==> src/rtl/stream_to_fifo_if_pkg.sv <==
// Purpose: shared constants and helpers for the stream-to-FIFO write adapter.
// Latency: n/a (declarations only).
// Backpressure: n/a.
package stream_to_fifo_if_pkg;

  // Internal occupancy never exceeds two words (head + skid).
  localparam int LEVEL_W = 2;

  // Occupancy from the two entry-valid flags.
  function automatic logic [LEVEL_W-1:0] level_of(input logic head_vld, input logic skid_vld);
    return {1'b0, head_vld} + {1'b0, skid_vld};
  endfunction

endpackage

==> src/rtl/stream_to_fifo_if.sv <==
// Purpose: valid/ready stream slave feeding a synchronous FIFO write port via a 2-entry skid buffer.
// Latency: word accepted at edge N is on fifo_data_o after N, written at edge N+1 if FIFO not full.
// Backpressure: registered ready; drops the cycle after the skid entry fills, never writes while full.
//
// Ports:
//   clk, rst          clock, asynchronous active-high reset
//   stream_s_*        stream slave (data/valid in, registered ready out)
//   fifo_data_o       registered FIFO write data
//   fifo_wr_en_o      FIFO write enable (head valid and FIFO not full)
//   fifo_full_i       FIFO full flag, qualifies the write in the current cycle only
//   level_o           words held internally, 0..2
//   words_o           words written to the FIFO, wraps modulo 2^CW
module stream_to_fifo_if
  import stream_to_fifo_if_pkg::*;
#(
  parameter int DW = 8,
  parameter int CW = 32
) (
  input  logic               clk,
  input  logic               rst,
  input  logic [DW-1:0]      stream_s_data_i,
  input  logic               stream_s_valid_i,
  output logic               stream_s_ready_o,
  output logic [DW-1:0]      fifo_data_o,
  output logic               fifo_wr_en_o,
  input  logic               fifo_full_i,
  output logic [LEVEL_W-1:0] level_o,
  output logic [CW-1:0]      words_o
);

  logic [DW-1:0] r_out_data;
  logic          r_out_valid;
  logic [DW-1:0] r_skid_data;
  logic          r_skid_valid;
  logic          r_ready;
  logic [CW-1:0] r_wcnt;

  logic w_accept;
  logic w_push;
  logic w_skid_valid_next;

  assign w_accept = stream_s_valid_i & r_ready;
  assign w_push   = r_out_valid & ~fifo_full_i;

  // The skid entry only fills when the head is stalled and a word arrives;
  // any write drains it (accept is impossible while it is occupied).
  always_comb begin
    w_skid_valid_next = r_skid_valid;
    if (w_push)
      w_skid_valid_next = 1'b0;
    else if (r_out_valid && w_accept)
      w_skid_valid_next = 1'b1;
  end

  always_ff @(posedge clk or posedge rst) begin
    if (rst) begin
      r_out_data   <= '0;
      r_out_valid  <= 1'b0;
      r_skid_data  <= '0;
      r_skid_valid <= 1'b0;
      r_ready      <= 1'b0;
      r_wcnt       <= '0;
    end else begin
      if (w_push) begin
        if (r_skid_valid) begin
          r_out_data   <= r_skid_data;
          r_skid_valid <= 1'b0;
        end else if (w_accept) begin
          // Write and refill in the same cycle: head stays valid.
          r_out_data <= stream_s_data_i;
        end else begin
          r_out_valid <= 1'b0;
        end
      end else if (!r_out_valid) begin
        if (w_accept) begin
          r_out_data  <= stream_s_data_i;
          r_out_valid <= 1'b1;
        end
      end else if (w_accept) begin
        r_skid_data  <= stream_s_data_i;
        r_skid_valid <= 1'b1;
      end
      // Ready is registered: it reflects whether the skid will be free next cycle.
      r_ready <= ~w_skid_valid_next;
      r_wcnt  <= r_wcnt + CW'(w_push);
    end
  end

  assign stream_s_ready_o = r_ready;
  assign fifo_data_o      = r_out_data;
  assign fifo_wr_en_o     = w_push;
  assign level_o          = level_of(r_out_valid, r_skid_valid);
  assign words_o          = r_wcnt;

endmodule

==> config.mk <==
export PLATFORM = sky130hd
export DESIGN_NAME = stream_to_fifo_if
export DESIGN_NICKNAME = d
export VERILOG_FILES = /design/src/rtl/stream_to_fifo_if_pkg.sv /design/src/rtl/stream_to_fifo_if.sv
export SDC_FILE = /design/constraint.sdc
export NUM_CORES = 1
export LEC_CHECK = 0
export BUFFER_PORTS_ARGS = -buffer_cell sky130_fd_sc_hd__buf_2
export CAP_MARGIN = 40
export CORE_UTILIZATION = 40
export CTS_BUF_LIST = sky130_fd_sc_hd__clkbuf_2
export DETAILED_ROUTE_END_ITERATION = 8
export GPL_TIMING_DRIVEN = 0
export PLACE_DENSITY = 0.72
export SLEW_MARGIN = 5
export SYNTH_ARGS = -nofsm -noshare
export SYNTH_HDL_FRONTEND = slang
export SYNTH_SLANG_ARGS = --single-unit
export TNS_END_PERCENT = 5
==> constraint.sdc <==
create_clock -name clk -period 1.9 [get_ports clk]
set_clock_uncertainty 0.15 [all_clocks]
set_input_delay 0.475 -clock clk [delete_from_list [all_inputs] [get_ports clk]]
set_output_delay 0.475 -clock clk [all_outputs]
set_load 0.02 [all_outputs]
==> results of run 1 <==
## per-stage QoR
step                instances  power (uW)
detailed placement        318        2550
global route              336        3290
finish                    336        3090
CTS                       333        3030
global placement          317        2500
floorplan                 190        2210
## state kept, by name, summed over array words and instances, names as in the netlist
register,flops
stream_s_ready_o,1
fifo_data_o,8
r_skid_valid,1
r_skid_data,8
r_out_valid,1
words_o,32
## layout by cell type (no fill, tap or decap), types with 2 or more instances in the layout
cell type and n:
xnor2_1 19, or2_2 2, buf_2 53, mux2_2 8, or3_4 2, inv_1 4, dfrtp_1 49, nand4_1 6
and3_1 2, nor3_2 2, o21ai_0 9, clkinv_1 2, mux2i_1 8, nand3_1 14, nand4_2 2, xor2_1 10
nor3_1 3, buf_6 4, nor2_1 3, buf_4 8, nand2_1 19, clkbuf_2 5, inv_2 2, nor4_4 5
and4_1 2, ha_4 2, dfrtp_2 2
## final cells by class
| cell class | count | area, um2 | share of cell area (%) |
|---|---|---|---|
| buffer | 1 | 3.75 | 0.129 |
| clock buffer | 5 | 25.0 | 0.857 |
| clock inverter | 3 | 15.0 | 0.514 |
| inverter | 6 | 22.5 | 0.771 |
| multi-input combinational | 131 | 1080 | 37.1 |
| sequential | 51 | 1280 | 43.8 |
| tap | 72 | 90.1 | 3.08 |
| timing repair buffer | 67 | 400 | 13.7 |
## repair_timing
item | CTS | global route
setup endpoints to repair | 24 | 18
gates resized for setup | 6 | 11
pin swaps | 4 | 8
endpoints found under the hold margin | 22 | 0
hold buffers | 1 | 0
setup buffers | 6 | 4
## metal layers
metal  wire length (um)  global-route usage, %  part of all wire (%)  up-vias
met5                  0                      0                     0        -
met4                 64                   5.19                   1.4        0
met3                175                   3.02                   3.8        7
met2               2250                   26.0                    49       37
met1               2150                   22.1                    46      806
li1                   -                      -                     -      810
## kinds of logic (layout without fill, tap and decap cells)
logic type               Yosys count  count (layout)  share of synthesized area [%]
AND/OR/NAND/NOR                   71              71                           20.7
AO/OA/AOI/OAI                     11              11                           2.58
flip-flops                        51              51                           54.9
XOR/XNOR                          30              30                           11.3
adder cells (fa/ha/maj)            3               3                           1.61
multiplexers                      16              16                           7.32
buffers and inverters              8              82                           1.61
## worst reg2reg max path: stages, from the launching register on
cell	delay [ns]
dfrtp_2	0.46
buf_4	0.12
nor2b_4	0.14
ha_1	0.15
inv_1	0.05
or3_4	0.44
nor4_4	0.18
xor2_1	0.17
## worst max path at each step
stage / startpoint / end / cells after the start / slack (ns)
detailed placement: fifo_full_i / words_o[28] / 8 / -0.64
CTS: r_out_valid / level_o[0] / 2 / -0.11
finish: r_out_valid / fifo_wr_en_o / 3 / -0.05
floorplan: fifo_full_i / words_o[20] / 7 / -0.11
global route: r_out_valid / fifo_wr_en_o / 3 / -0.12
global placement: rst / words_o[26] / 2 / -0.68
## cells in the mapped netlist, types with 4 or more instances
master	number	share of area [%]
nand2_1	20	3.2
nor2_1	4	0.65
nor4_4	4	3.7
mux2_2	8	3.9
xnor2_1	20	7.5
nand3_1	14	3.0
o21ai_0	9	1.9
nand4_1	6	1.6
dfrtp_1	51	55
xor2_1	10	3.8
mux2i_1	8	3.4
inv_1	6	0.97
## power by group
part	switching (uW)	total [uW]	internal (uW)
logic	600	1090	488
clock network	342	424	81.9
registers	228	1580	1350
total	1170	3090	1920
==> impl_metrics.toml, run 1 <==
[outcome]
status = "finished with violations"
violations = "setup timing"

[place]
place_congestion = 0.766
post_dp_cell_area_um2 = 2730
place_ws_ns = -0.644
port_buffers = 55
dpl.hpwl_um = 3280

[finish]
finish.utilization_pct = 52.7
fin_area_um2 = 2920
drive_above_1_share_pct = 40.9
antenna_cells = 0
area_delta_synth_final_pct = 25.6
fin_nets = 278
nFillCells = 528

[detailed_routing]
antenna_left = 0
routed_via_density = 4.94
wirelength_um = 4640
first_pass_iters = 4
drc = 0
drt_iter0_markers = 119
wl_per_cell_um = 13.8
routed-via-count = 1660

[clock_tree]
cts_root_buffer = "clkbuf_2"
clock_latency_ns = 0.43
cts_tree = "yes"
htreeDepth = 2
cts_buffers = 5
clock_sinks = 51
clk_pin_slew_worst_paths_ns = 0.24
clk_path_buf_depth = 2

[synth]
synthesis.area_um2 = 2330
postSynth.asyncResetShare_pct = 100
synth_edf_count = 0
seq_area_frac_synth_pct = 54.9
synth.avg_cell_area_um2 = 12.2
ys_types = 30
synth-main-ff-cell = "dfrtp_1"
synth_seq_cells = 51
synth_nets = 205
yosys_warnings = 0
syn_inst = 190

[power]
leakage_uw = 0.00153
power_density_nw_per_um2 = 1060
max-vdd-ir-drop_uv = 750

[worst_setup_path]
reg2reg_to = "words_o[25]"
critPathKind = "reg2out"
rr_worst_depth = 7
crit_path_cell_trace = "buf_4, nor2b_4, buf_2"
r2r_slack_ns = -0.01
worst_setup_path_start_kind = "flop"
end_kind = "output pin"
path_max_fanout = 4
cpPeakStageDelay_ns = 0.50
cpMaxStageDelayCell = "dfrtp_2"
path_buf_inv = 2
cp_top_family = "flip-flops"
required_ns = 1.27
r2r_start = "r_out_valid"
crit_arrival_ns = 1.33

[sta]
drv_slew = 0
rsz0062_at_grt = "yes"
slew_headroom_pct = 65.9
timing.final.ws_setup_ns = -0.0505
whs_ns = 0.134
fin_crit_ns = 1.95
setup-tns-final_ns = -0.0740
finalSetupViolCount = 3
worst_pin_slew_ns = 0.511
finalHoldViolations = 0
timing.fmax_mhz = 513
period_share_pct = 103

[floorplan]
dieArea_um2 = 6120
die_w_um = 78.3
coreArea_um2 = 5540
rows = 27
start_util_pct = 42.0
die_h_um = 78.3
pin_count = 56

[global_routing]
grt_pass1_wl_um = 7750
antenna_found_initial = 0
grt_pass1_vias = 1609
grt_max_degree = 30
overflow = 0
grt_usage_pct = 16.2

[hold_path]
holdPathStages = 2
hold_path_end = "r_skid_data[4]"
hold_path.class = "in2reg"
hp-start = "stream_s_data_i[4]"

[job]
drv_cap = 0
(Power assumes the default switching activity.)
==> run 2, diff against run 1 <==
--- a/config.mk
+++ b/config.mk
@@ -8,7 +8,7 @@
 export BUFFER_PORTS_ARGS = -buffer_cell sky130_fd_sc_hd__buf_2
 export CAP_MARGIN = 40
 export CORE_UTILIZATION = 40
-export CTS_BUF_LIST = sky130_fd_sc_hd__clkbuf_2
+export CTS_BUF_LIST = sky130_fd_sc_hd__clkbuf_8
 export DETAILED_ROUTE_END_ITERATION = 8
 export GPL_TIMING_DRIVEN = 0
 export PLACE_DENSITY = 0.72
==> run 2 against run 1 <==
  * The run now ends clean
  * Final area grew 1.1%
  * Clock power grew 61%
  * Setup slack gained 0.095 ns
  * Critical path type unchanged
  * Largest cell class unchanged
  * Largest power group unchanged
==> impl_metrics.toml, run 2 (synthesized netlist as in run 1, its figures left out) <==
[outcome]
status = "complete, no violations"

[power]
leakage_uw = 0.00153
power_density_nw_per_um2 = 1130
power.total_uw = 3340
max-vdd-ir-drop_uv = 723

[job]
drv_cap = 0

[finish]
nFillCells = 525
fin_nets = 277
fin_area_um2 = 2950
largest_register_ffs = 32
drive_above_1_share_pct = 41.1
layout_common_cells = "buf_2, dfrtp_1, nand2_1, xnor2_1, nand3_1"
antenna_cells = 0
final_common_cell = "buf_2"
area_delta_synth_final_pct = 26.9

[worst_setup_path]
end_kind = "output pin"
crit_path_cell_trace = "buf_4, ha_4, buf_6"
critPathKind = "reg2out"
r2r_start = "r_out_valid"
cp_top_family = "flip-flops"
rr_worst_depth = 9
cpPeakStageDelay_ns = 0.44
path_max_fanout = 5
cpMaxStageDelayCell = "dfrtp_2"
path_buf_inv = 2
required_ns = 1.27
crit_arrival_ns = 1.23
r2r_slack_ns = 0.06
worst_setup_path_start_kind = "flop"
reg2reg_to = "words_o[28]"

[sta]
timing.fmax_mhz = 539
finalSetupViolCount = 0
fin_crit_ns = 1.86
period_share_pct = 97.7
drv_slew = 0
worst_pin_slew_ns = 0.508
finalHoldViolations = 0
rsz0062_at_grt = "yes"
slew_headroom_pct = 66.1

[global_routing]
grt_pass1_vias = 1607
busiest_layer = "met2"
antenna_found_initial = 0
grt_pass1_wl_um = 7770
grt_use_met1_pct = 22.5
grtUsageMet2_pct = 26.0
grt_use_met3_pct = 2.67
grt_usage_pct = 16.1
grt_max_degree = 30
overflow = 0

[hold_path]
hold_path.class = "in2async"

[place]
place_congestion = 0.766
dpl.hpwl_um = 3280
post_dp_cell_area_um2 = 2730
port_buffers = 55

[detailed_routing]
wl_per_cell_um = 13.8
drc = 0
wirelength_um = 4610
routed-via-count = 1674
routed_via_density = 5.00
antenna_left = 0
drt_iter0_markers = 117
first_pass_iters = 4

[clock_tree]
htreeDepth = 2
clk_path_buf_depth = 2
cts_buffers = 5
clock_latency_ns = 0.29
clock_sinks = 51
clk_pin_slew_worst_paths_ns = 0.09
cts_root_buffer = "clkbuf_8"
cts_tree = "yes"

[floorplan]
dieArea_um2 = 6120
pin_count = 56
die_h_um = 78.3
start_util_pct = 42.0
rows = 27
coreArea_um2 = 5540
die_w_um = 78.3
run 2: how the worst max path moves through the flow:
stage / from / end / slack (ns) / cells past startpoint
global placement: rst / words_o[26] / -0.68 / 2
CTS: r_out_valid / words_o[28] / -0.0007 / 9
detailed placement: fifo_full_i / words_o[28] / -0.64 / 8
finish: r_out_valid / level_o[0] / 0.04 / 3
floorplan: fifo_full_i / words_o[20] / -0.11 / 7
global route: r_out_valid / words_o[28] / -0.05 / 9
run 2: worst register-to-register path, delay by kind of cell, from the launching register on:
kind / cells / cell delay (ns)
AND/OR/NAND/NOR: 4 / 0.48
buffers and inverters: 3 / 0.42
flip-flops: 1 / 0.40
XOR/XNOR: 1 / 0.16
adder cells (fa/ha/maj): 1 / 0.13
run 2: stage by stage:
stage	setup TNS, ns	std cells	util, %	hold WS [ns]	setup WS [ns]
after floorplan	-0.711	190	-	0.329	-0.106
after global placement	-42.24	317	48.9	0.306	-0.684
after detailed placement	-7.94	318	49.3	0.312	-0.644
after CTS	-0.000689	332	52.3	0.0622	-0.000689
after global routing	-0.149	335	53.3	0.0778	-0.0506
final	0	335	53.3	0.0470	0.0443
run 2: timing repair:
item / in CTS / in global routing
buffers inserted: 6 / 3
setup endpoints to repair: 20 / 15
pin swaps: 2 / 4
hold buffers: 0 / 0
gates resized for setup: 4 / 8
gates cloned: 0 / 0
run 2: report_power, final:
group	switching (uW)	leakage (uW)	internal, uW
clock network	352	0.0000505	332
registers	223	0.000657	1350
logic	602	0.000818	473
run 2: layer usage:
metal	vias up	part of all wire, %
li1	806	-
met2	36	48
met4	0	1.1
met5	-	0
met3	6	3.4
met1	826	47
run 2: final cells by class:
type                       count  area (um2)  share of cell area [%]
buffer                         2        15.0                   0.508
clock buffer                   7        96.3                    3.26
clock inverter                 1        7.51                   0.254
inverter                       6        22.5                   0.763
multi-input combinational    131        1070                    36.1
sequential                    51        1280                    43.3
tap                           72        90.1                    3.05
timing repair buffer          65         377                    12.8
